--- src/rtl/spi_slave_regs_if.sv ---
// spi_slave_regs_if: SPI pin bundle between an SPI master and the spi_slave_regs block.
interface spi_slave_regs_if;
  logic sclk;
  logic ss_n;
  logic mosi;
  logic miso;
  logic miso_oe;

  modport slave (
    input  sclk,
    input  ss_n,
    input  mosi,
    output miso,
    output miso_oe
  );

  modport master (
    output sclk,
    output ss_n,
    output mosi,
    input  miso,
    input  miso_oe
  );
endinterface

--- src/rtl/spi_slave_regs.sv ---
// spi_slave_regs: SPI mode-0 slave exposing a 16x8 register file to the fabric side.
// Optional macro SPI_SLAVE_AUTOINC_EN: post-increment the address after every data byte.
module spi_slave_regs #(
  parameter int unsigned CLK_DIV_MIN = 8
) (
  input  logic                   clk_clk,
  input  logic                   reset_reset_n,
  spi_slave_regs_if.slave        spi,
  input  logic [7:0]             status_in,
  input  logic [3:0]             rd_addr,
  output logic [7:0]             rd_data,
  output logic                   wr_strobe,
  output logic [3:0]             wr_addr,
  output logic [7:0]             wr_data
);

  localparam int unsigned DW      = 8;
  localparam int unsigned AW      = 4;
  localparam int unsigned NREGS   = 16;
  localparam int unsigned CNT_W   = 3;
  localparam logic [AW-1:0] STATUS_ADDR = 4'hF;

  // The synchronizer plus edge detector needs a few clk cycles per sclk phase.
  if (CLK_DIV_MIN < 6) begin : g_div_check
    $error("spi_slave_regs: CLK_DIV_MIN must be at least 6");
  end

  typedef enum logic [1:0] {
    IDLE = 2'd0,
    CMD  = 2'd1,
    DATA = 2'd2
  } state_t;

  state_t              state_q, state_n;
  logic [CNT_W-1:0]    bit_cnt_q, bit_cnt_n;
  logic [DW-1:0]       rx_q, rx_n;
  logic [DW-1:0]       tx_q, tx_n;
  logic [AW-1:0]       addr_q, addr_n;
  logic                write_q, write_n;
  logic                miso_q, miso_n;
  logic                miso_oe_q, miso_oe_n;
  logic                wr_strobe_q;
  logic [AW-1:0]       wr_addr_q;
  logic [DW-1:0]       wr_data_q;
  logic [DW-1:0]       rd_data_q;
  logic [DW-1:0]       regs_q [NREGS];

  logic sclk_meta, sclk_s, sclk_d;
  logic ss_meta, ss_s, ss_d;
  logic mosi_meta, mosi_s;

  logic                sclk_rise_c, sclk_fall_c;
  logic                ss_fall_c, ss_rise_c;
  logic [DW-1:0]       rx_byte_c;
  logic [AW-1:0]       addr_inc_c;
  logic [AW-1:0]       load_addr_c;
  logic [DW-1:0]       load_word_c;
  logic                wr_en_c;

  // Two-flop synchronizers; ss_n resets low so a select held across reset never looks like a fresh fall.
  always_ff @(posedge clk_clk or negedge reset_reset_n) begin
    if (!reset_reset_n) begin
      sclk_meta <= 1'b0;
      sclk_s    <= 1'b0;
      sclk_d    <= 1'b0;
      ss_meta   <= 1'b0;
      ss_s      <= 1'b0;
      ss_d      <= 1'b0;
      mosi_meta <= 1'b0;
      mosi_s    <= 1'b0;
    end else begin
      sclk_meta <= spi.sclk;
      sclk_s    <= sclk_meta;
      sclk_d    <= sclk_s;
      ss_meta   <= spi.ss_n;
      ss_s      <= ss_meta;
      ss_d      <= ss_s;
      mosi_meta <= spi.mosi;
      mosi_s    <= mosi_meta;
    end
  end

  assign sclk_rise_c = sclk_s & ~sclk_d;
  assign sclk_fall_c = ~sclk_s & sclk_d;
  assign ss_fall_c   = ~ss_s & ss_d;
  assign ss_rise_c   = ss_s & ~ss_d;
  assign rx_byte_c   = {rx_q[DW-2:0], mosi_s};

`ifdef SPI_SLAVE_AUTOINC_EN
  assign addr_inc_c = AW'(addr_q + 4'd1);
`else
  assign addr_inc_c = addr_q;
`endif

  // Address of the byte to pre-load into the MISO shifter when a byte completes.
  assign load_addr_c = (state_q == CMD) ? rx_byte_c[AW-1:0] : addr_inc_c;
  assign load_word_c = (load_addr_c == STATUS_ADDR) ? status_in : regs_q[load_addr_c];

  always_ff @(posedge clk_clk or negedge reset_reset_n) begin
    if (!reset_reset_n) begin
      state_q     <= IDLE;
      bit_cnt_q   <= '0;
      rx_q        <= '0;
      tx_q        <= '0;
      addr_q      <= '0;
      write_q     <= 1'b0;
      miso_q      <= 1'b0;
      miso_oe_q   <= 1'b0;
      wr_strobe_q <= 1'b0;
      wr_addr_q   <= '0;
      wr_data_q   <= '0;
      rd_data_q   <= '0;
    end else begin
      state_q     <= state_n;
      bit_cnt_q   <= bit_cnt_n;
      rx_q        <= rx_n;
      tx_q        <= tx_n;
      addr_q      <= addr_n;
      write_q     <= write_n;
      miso_q      <= miso_n;
      miso_oe_q   <= miso_oe_n;
      wr_strobe_q <= wr_en_c;
      if (wr_en_c) begin
        wr_addr_q <= addr_q;
        wr_data_q <= rx_byte_c;
      end
      // Same-edge read of an address being written returns the pre-write value.
      rd_data_q <= (rd_addr == STATUS_ADDR) ? status_in : regs_q[rd_addr];
    end
  end

  // Register file; the status address is strobed but never stored.
  always_ff @(posedge clk_clk or negedge reset_reset_n) begin
    if (!reset_reset_n) begin
      for (int i = 0; i < int'(NREGS); i++) begin
        regs_q[i] <= '0;
      end
    end else if (wr_en_c && (addr_q != STATUS_ADDR)) begin
      regs_q[addr_q] <= rx_byte_c;
    end
  end

  always_comb begin
    state_n   = state_q;
    bit_cnt_n = bit_cnt_q;
    rx_n      = rx_q;
    tx_n      = tx_q;
    addr_n    = addr_q;
    write_n   = write_q;
    miso_n    = miso_q;
    miso_oe_n = miso_oe_q;
    wr_en_c   = 1'b0;

    case (state_q)
      IDLE: begin
        miso_n    = 1'b0;
        miso_oe_n = 1'b0;
        if (ss_fall_c) begin
          state_n   = CMD;
          bit_cnt_n = '0;
          rx_n      = '0;
          tx_n      = status_in;
          miso_n    = status_in[DW-1];
          miso_oe_n = 1'b1;
        end
      end

      CMD, DATA: begin
        if (ss_rise_c) begin
          // Deselect drops any partial byte.
          state_n   = IDLE;
          bit_cnt_n = '0;
          rx_n      = '0;
          tx_n      = '0;
          miso_n    = 1'b0;
          miso_oe_n = 1'b0;
        end else if (sclk_rise_c) begin
          rx_n      = rx_byte_c;
          bit_cnt_n = CNT_W'(bit_cnt_q + 3'd1);
          if (bit_cnt_q == 3'd7) begin
            if (state_q == CMD) begin
              state_n = DATA;
              addr_n  = rx_byte_c[AW-1:0];
              write_n = rx_byte_c[DW-1];
              tx_n    = rx_byte_c[DW-1] ? status_in : load_word_c;
            end else begin
              wr_en_c = write_q;
              addr_n  = addr_inc_c;
              tx_n    = write_q ? status_in : load_word_c;
            end
          end
        end else if (sclk_fall_c) begin
          // The fall after a completed byte presents the freshly loaded MSB instead of shifting.
          if (bit_cnt_q != '0) begin
            tx_n = {tx_q[DW-2:0], 1'b0};
          end
          miso_n = tx_n[DW-1];
        end
      end

      default: begin
        state_n   = IDLE;
        miso_n    = 1'b0;
        miso_oe_n = 1'b0;
      end
    endcase
  end

  assign spi.miso    = miso_q;
  assign spi.miso_oe = miso_oe_q;
  assign rd_data     = rd_data_q;
  assign wr_strobe   = wr_strobe_q;
  assign wr_addr     = wr_addr_q;
  assign wr_data     = wr_data_q;

endmodule

--- src/flat_wrapper.sv ---
// flat-port wrapper written by rule: the top's interface ports become plain ports
module spi_slave_regs_flat 
#(
  parameter int unsigned CLK_DIV_MIN = 8
)
  (clk_clk, reset_reset_n, status_in, rd_addr, rd_data, wr_strobe, wr_addr, wr_data, spi_sclk, spi_ss_n, spi_mosi, spi_miso, spi_miso_oe);
  spi_slave_regs_if spi_i ();
  input  logic clk_clk;
  input  logic reset_reset_n;
  input  logic [7:0] status_in;
  input  logic [3:0] rd_addr;
  output logic [7:0] rd_data;
  output logic wr_strobe;
  output logic [3:0] wr_addr;
  output logic [7:0] wr_data;
  input wire logic [$bits(spi_i.sclk)-1:0] spi_sclk;
  input wire logic [$bits(spi_i.ss_n)-1:0] spi_ss_n;
  input wire logic [$bits(spi_i.mosi)-1:0] spi_mosi;
  output wire logic [$bits(spi_i.miso)-1:0] spi_miso;
  output wire logic [$bits(spi_i.miso_oe)-1:0] spi_miso_oe;
  assign spi_i.sclk = spi_sclk;
  assign spi_i.ss_n = spi_ss_n;
  assign spi_i.mosi = spi_mosi;
  assign spi_miso = spi_i.miso;
  assign spi_miso_oe = spi_i.miso_oe;
  spi_slave_regs #(.CLK_DIV_MIN(CLK_DIV_MIN)) u_core (.clk_clk(clk_clk), .reset_reset_n(reset_reset_n), .spi(spi_i), .status_in(status_in), .rd_addr(rd_addr), .rd_data(rd_data), .wr_strobe(wr_strobe), .wr_addr(wr_addr), .wr_data(wr_data));
endmodule
--- config.mk ---
export PLATFORM = sky130hd
export DESIGN_NAME = spi_slave_regs_flat
export DESIGN_NICKNAME = d
export VERILOG_FILES = /design/src/rtl/spi_slave_regs_if.sv /design/src/rtl/spi_slave_regs.sv /design/src/flat_wrapper.sv
export SDC_FILE = /design/constraint.sdc
export NUM_CORES = 1
export LEC_CHECK = 0
export CAP_MARGIN = 10
export CORE_ASPECT_RATIO = 1.25
export CORE_MARGIN = 2
export CORE_UTILIZATION = 45
export CTS_BUF_LIST = sky130_fd_sc_hd__clkbuf_2
export CTS_CLUSTER_SIZE = 16
export DETAILED_ROUTE_END_ITERATION = 12
export PLACE_DENSITY = 0.69
export SLEW_MARGIN = 20
export SYNTH_ARGS = -nofsm -noshare
export SYNTH_HDL_FRONTEND = slang
export SYNTH_SLANG_ARGS = --single-unit
export TNS_END_PERCENT = 10
--- constraint.sdc ---
create_clock -name clk_clk -period 3.37 [get_ports clk_clk]
set_input_delay 0.337 -clock clk_clk [delete_from_list [all_inputs] [get_ports clk_clk]]
set_output_delay 0.337 -clock clk_clk [all_outputs]
set_load 0.02 [all_outputs]
# After elaboration in Yosys (flattened, before gate mapping)
# Index checks and enable logic that the tools add are counted.
# totals
inputBits	17
output_inout_bits	23
reg_bits	184
word_cells	132
# op_classes
eq_ne	16
bitwise	12
n_lt_le_gt_ge	4
mux	49
add_sub_neg	1
reduce_logical	13
# ops
op	count
$bwmux 128	1
$mux 8	16
$bmux 8 s4	2
$demux 8 s4	1
$mux 7	3
$pmux 8 s2	1
$ge 5x5->1 const B	3
$not 4->5	3
$pmux 7 s2	1
$ne 3x1->1 const B	4
$reduce_and 4->1	3
$mux 1	11
$mux 2	5
$reduce_and 5->1	2
$mux 3	3
$eq 4x4->1 const B	2
$ne 4x1->1 const B	2
$ne 4x4->1 const B	2
$pmux 3 s2	1
$lt 5x1->1 const B	1
$not 1->1	5
$and 1x1->1	4
$mux 4	1
$ne 2x1->1 const B	2
other kinds (14)	16

# Longest topological paths before layout
# logic_depth
depth_word	13
ltp_mapped	10
mapped_depth_nobuf	8

# Worst setup path before layout
# OpenSTA, ideal clock, no wires.
# synth_timing
path_type	register -> register
start	register u_core.state_q[1]
end	register u_core.tx_q[0]
required_time_ps	3244
period_less_slack_ps	2433
path_slack_ps	937
stages_incl_launch_ff	10
setup_ps	126
t_arrival_ps	2307
n_path_buf	2
path_cell_list	dfrtp_1 inv_1 ha_1 buf_4 mux2i_1 buf_4 mux4_2 a22oi_1 nand4_1 a221o_1
# synth_between
elab_chain_cells	13
word_cells_on_any_way	24
cone_classes	eq/ne (7); mux (12); bitwise (1); reduce/logical (4)
# synth_rtl
item	line	source
from (decl)	spi_slave_regs.sv:34	state_t state_q, state_n;
from (signal assigned)	spi_slave_regs.sv:114	state_q <= state_n;
$eq 2x1->1	spi_slave_regs.sv:96, spi_slave_regs.sv:154, spi_slave_regs.sv:181	
$mux 4	-	
$not 4->5 (implied by the code)	spi_slave_regs.sv:97	assign load_word_c = (load_addr_c == STATUS_ADDR) ? status_in : regs_q[load_addr_c];
$bmux 8 s4	spi_slave_regs.sv:97	
$mux 8 (implied by the code) (2 in series)	spi_slave_regs.sv:97	
$mux 8	spi_slave_regs.sv:97	
$mux 8, on equally long branches	spi_slave_regs.sv:189, spi_slave_regs.sv:185	
$mux 8	spi_slave_regs.sv:181	if (state_q == CMD) begin
$mux 8	spi_slave_regs.sv:180	if (bit_cnt_q == 3'd7) begin
$mux 8	spi_slave_regs.sv:177	end else if (sclk_rise_c) begin
$mux 8	spi_slave_regs.sv:169	if (ss_rise_c) begin
$pmux 8 s2	spi_slave_regs.sv:154	case (state_q)
to (signal assigned)	spi_slave_regs.sv:117	tx_q <= tx_n;
to (decl)	spi_slave_regs.sv:37	logic [DW-1:0] tx_q, tx_n;
# Several ways; a longest one is shown, not always the timed one. The select of a mux whose other input is x is not followed.
# A chain may end at the register's enable or synchronous reset.

# Worst setup path after layout
# layout_timing
start	register u_core.state_q[1]
end	register u_core.tx_q[2]
# The elaborated chain is that of the path after synthesis.

==> impl_results.md <==
* ANT nets after route at 0
* Post-Syn Area at 0.009612 mm²
* RR Startpoint: u_core.state_q[1]$_DFFE_PN0P_
* Die area at approximately 0.023 mm²
* Power Total at roughly 4.5 mW
* Register area share after synthesis at between 40% and 50%
* Avg WL per Cell at about 23 µm
* Max-cap viol count at 0
* Setup_tns at 0 ns
* Min Tclk post-route at between 3 and 4 ns
* Core Area at ~0.021 mm²
* Tightest Pin Transition at 0.8995 ns
* Final critical-path share of the clock period at about nine tenths
* FP Rows at 59
* Status: finished, final reports clean
* Starting Density at 46.01%
* H-Tree Depth at 4
* First-pass GRT wire length at a little over 40000 µm
* Mapped Cells at 796
* Drt total wl at between 20000 and 30000 µm
* GRT overflow at 0
* R2R cell count at 10
* Fmax at about 0.33 GHz
* Top cells by count, synth: dfrtp_1 (184), mux2_2 (113), nand2_1 (62), mux2i_1 (56), o21ai_0 (45)
* Final count of negative-setup-slack endpoints at 0
* Synthesized area per cell at 12.08 µm²
* DR pass1 iterations at 7
* Kind of critical path: reg2reg
* Leakage at 4.890 nW
* Share of cells above drive strength 1 at around 28%
* PD cells at approximately 420 mW/mm²
* Vias in the first global route at between 6000 and 7000
* Count of hold-fix buffers inserted at cts at 4
* Setup WS pre-CTS at roughly 0.43 ns
* Slew headroom at 40.03%
* HPWL after detailed placement at 18110 µm
* CP endpoint kind: register
* Yosys cell types at 55
* Post-CTS resize count at 0
* DRT iter0 DRCs at ~700
* Syn_nets at ~800
* Clk buf depth at 2
* Clock latency on the worst-skew pair at 0.78 ns
* Placer Congestion at 0.9883
* Slew Viols, Final at 0
* Top cells by area, synth: dfrtp_1 (48%), mux2_2 (13%), mux4_2 (8.9%)
* Global-route usage over all layers at 23.84%
* Chip height at 167.4 µm
* Number of enable flip-flop cells after synthesis at 0
* Clk_skew at roughly 0.038 ns
* Initial antenna violation count at 1
* Placed inst area at a little over 0.01 mm²
* Post-synth ARST share at between 90% and 100%
* Crit path DAT at ~3.7 ns
* Total CTS buffers at 17
* Post-CTS Setup Repair Bufs at 0
* YS warnings at 0
* Synthesized flop and latch total at 184
* Final hold violation count at 0
* Count of clock tree sinks at roughly 180
* Pin count of the biggest net entering global routing at 94
* # IOs at 40
* Top FF cell, synth: dfrtp_1
* Final design utilization at between 50% and 60%
* Post-synth top area share at a little under half
* Nets at ~850
* Max FO, Critical Path at 23
* CTS tree: built
* RSZ-0062 raised after global routing: no
* CP Launch Type: register
* Clock slew seen by the registers of the worst setup and hold paths at between 0.2 and 0.3 ns
* Final Cell Area at about 0.011 mm²
* Cell taking the most area after synthesis: dfrtp_1
* Most numerous cell in the Yosys netlist: dfrtp_1
* HP Class: in2async
* RR Endpoint: u_core.tx_q[2]$_DFFE_PN0P_
* Vias per Instance at just over 6
* Critical Path RT at around 4.1 ns
* Worst VDD drop at between 0.0002 and 0.0003 V
* Root Buffer: clkbuf_2
* Width of the chip at between 100 and 150 µm
* Synthesis-to-finish area growth at 10.57%
* R2R Setup Slk at between 0.3 and 0.4 ns
* Final Worst Setup Slack at between 0.3 and 0.4 ns
* DRC at 0
* Vias at around 6900
* Port Buf Inserts at 39
==> flip-flops by register name (all words and copies together) (netlist names), 2 cells and up <==
| signal | cells |
|---|---|
| u_core.wr_data | 8 |
| u_core.rx_q | 7 |
| u_core.bit_cnt_q | 3 |
| u_core.wr_addr | 4 |
| u_core.regs_q | 128 |
| u_core.state_q | 2 |
| u_core.tx_q | 8 |
| u_core.addr_inc_c | 4 |
| u_core.rd_data | 8 |
==> through the flow <==
| step | hold WS [ns] | instances |
|---|---|---|
| 4_1_cts | 0.1343 | 1114 |
| 3_3_place_gp | 0.3360 | 1078 |
| 2_1_floorplan | 0.04141 | 796 |
| 5_1_grt | 0.1343 | 1115 |
| 3_5_place_dp | 0.3364 | 1078 |
| 6_report | 0.1471 | 1115 |
==> kinds of logic after synthesis <==
kind of cell / after synthesis / share of synthesized area [%]
mux: 214 / 29.07
compound gates: 149 / 10.28
fa+ha+maj: 9 / 1.172
buf+inv: 78 / 3.476
simple gates: 162 / 8.097
flops: 184 / 47.90
==> worst max-delay path by stage <==
stage | startpoint | to | slack [ns] | cells after the start
floorplan | u_core.state_q[1]$_DFFE_PN0P_ | u_core.tx_q[0]$_DFFE_PN0P_ | 0.94 | 9
global placement | u_core.state_q[1]$_DFFE_PN0P_ | u_core.tx_q[2]$_DFFE_PN0P_ | 0.50 | 10
detailed placement | u_core.state_q[1]$_DFFE_PN0P_ | u_core.tx_q[3]$_DFFE_PN0P_ | 0.43 | 10
CTS | u_core.state_q[1]$_DFFE_PN0P_ | u_core.tx_q[3]$_DFFE_PN0P_ | 0.37 | 10
global route | u_core.state_q[1]$_DFFE_PN0P_ | u_core.tx_q[3]$_DFFE_PN0P_ | 0.12 | 10
finish | u_core.state_q[1]$_DFFE_PN0P_ | u_core.tx_q[2]$_DFFE_PN0P_ | 0.35 | 10
==> cell usage in the layout, fill, tap and decap left out, types with 3 or more instances in the layout <==
| cell type | synthesis | layout |
|---|---|---|
| o22ai_1 | 13 | 13 |
| clkdlybuf4s50_1 | 0 | 37 |
| buf_12 | 0 | 3 |
| and2_1 | 3 | 3 |
| inv_6 | 0 | 3 |
| o221ai_1 | 5 | 5 |
| mux2_4 | 7 | 7 |
| o31ai_1 | 3 | 3 |
| dfrtp_1 | 184 | 184 |
| mux4_2 | 38 | 38 |
| nor2b_1 | 4 | 4 |
| nand4_1 | 3 | 3 |
| clkinvlp_4 | 0 | 3 |
| nor2_2 | 3 | 3 |
| mux2i_1 | 56 | 54 |
| clkbuf_2 | 0 | 18 |
| dlygate4sd3_1 | 0 | 4 |
| a22oi_1 | 3 | 3 |
| nand2_1 | 62 | 62 |
| inv_1 | 11 | 11 |
| o211ai_1 | 9 | 9 |
| nor2_1 | 33 | 33 |
| nand2b_1 | 6 | 6 |
| a221o_1 | 5 | 5 |
| nand3_1 | 18 | 18 |
| a21oi_1 | 27 | 27 |
| nor3b_1 | 7 | 7 |
| clkinv_1 | 1 | 4 |
| o21ai_0 | 45 | 45 |
| mux2_2 | 113 | 113 |
| buf_4 | 6 | 32 |
| a22o_1 | 10 | 10 |
| o21a_1 | 10 | 10 |
| nor3_1 | 12 | 12 |
| ha_1 | 9 | 9 |
==> metal layers <==
metal | vias to the layer above | part of all wire, % | GRT usage (%)
li1 | 3014 | - | -
met1 | 3476 | 41 | 32.53
met2 | 328 | 47 | 36.72
met3 | 76 | 6.8 | 3.966
met4 | 0 | 5.3 | 12.22
met5 | - | 0 | 0
==> area by class of cell <==
class / count / area (µm²)
Inverter: 12 / 45.04
Fill cell: 1806 / 10260
Clock buffer: 18 / 90.09
Timing Repair Buffer: 78 / 729.5
Multi-Input combinational cell: 534 / 4690
Antenna cell: 1 / 2.502
Clock inverter: 14 / 123.9
Tap cell: 274 / 342.8
Sequential cell: 184 / 4604
==> worst max-delay path: stages (launching register included) <==
cell,delay (ns)
dfrtp_1,0.46
inv_1,0.10
ha_1,0.42
buf_4,0.25
mux2i_4,0.47
buf_12,0.25
mux2i_1,0.21
mux2i_1,0.09
o22ai_1,0.23
nand3_1,0.11
a221o_1,0.32
==> power breakdown <==
| group | switching, mW | internal (mW) |
|---|---|---|
| logic | 0.681 | 0.429 |
| registers | 0.0500 | 2.28 |
| clock network | 0.784 | 0.275 |
| total | 1.52 | 2.99 |
(Power assumes the default switching activity.)
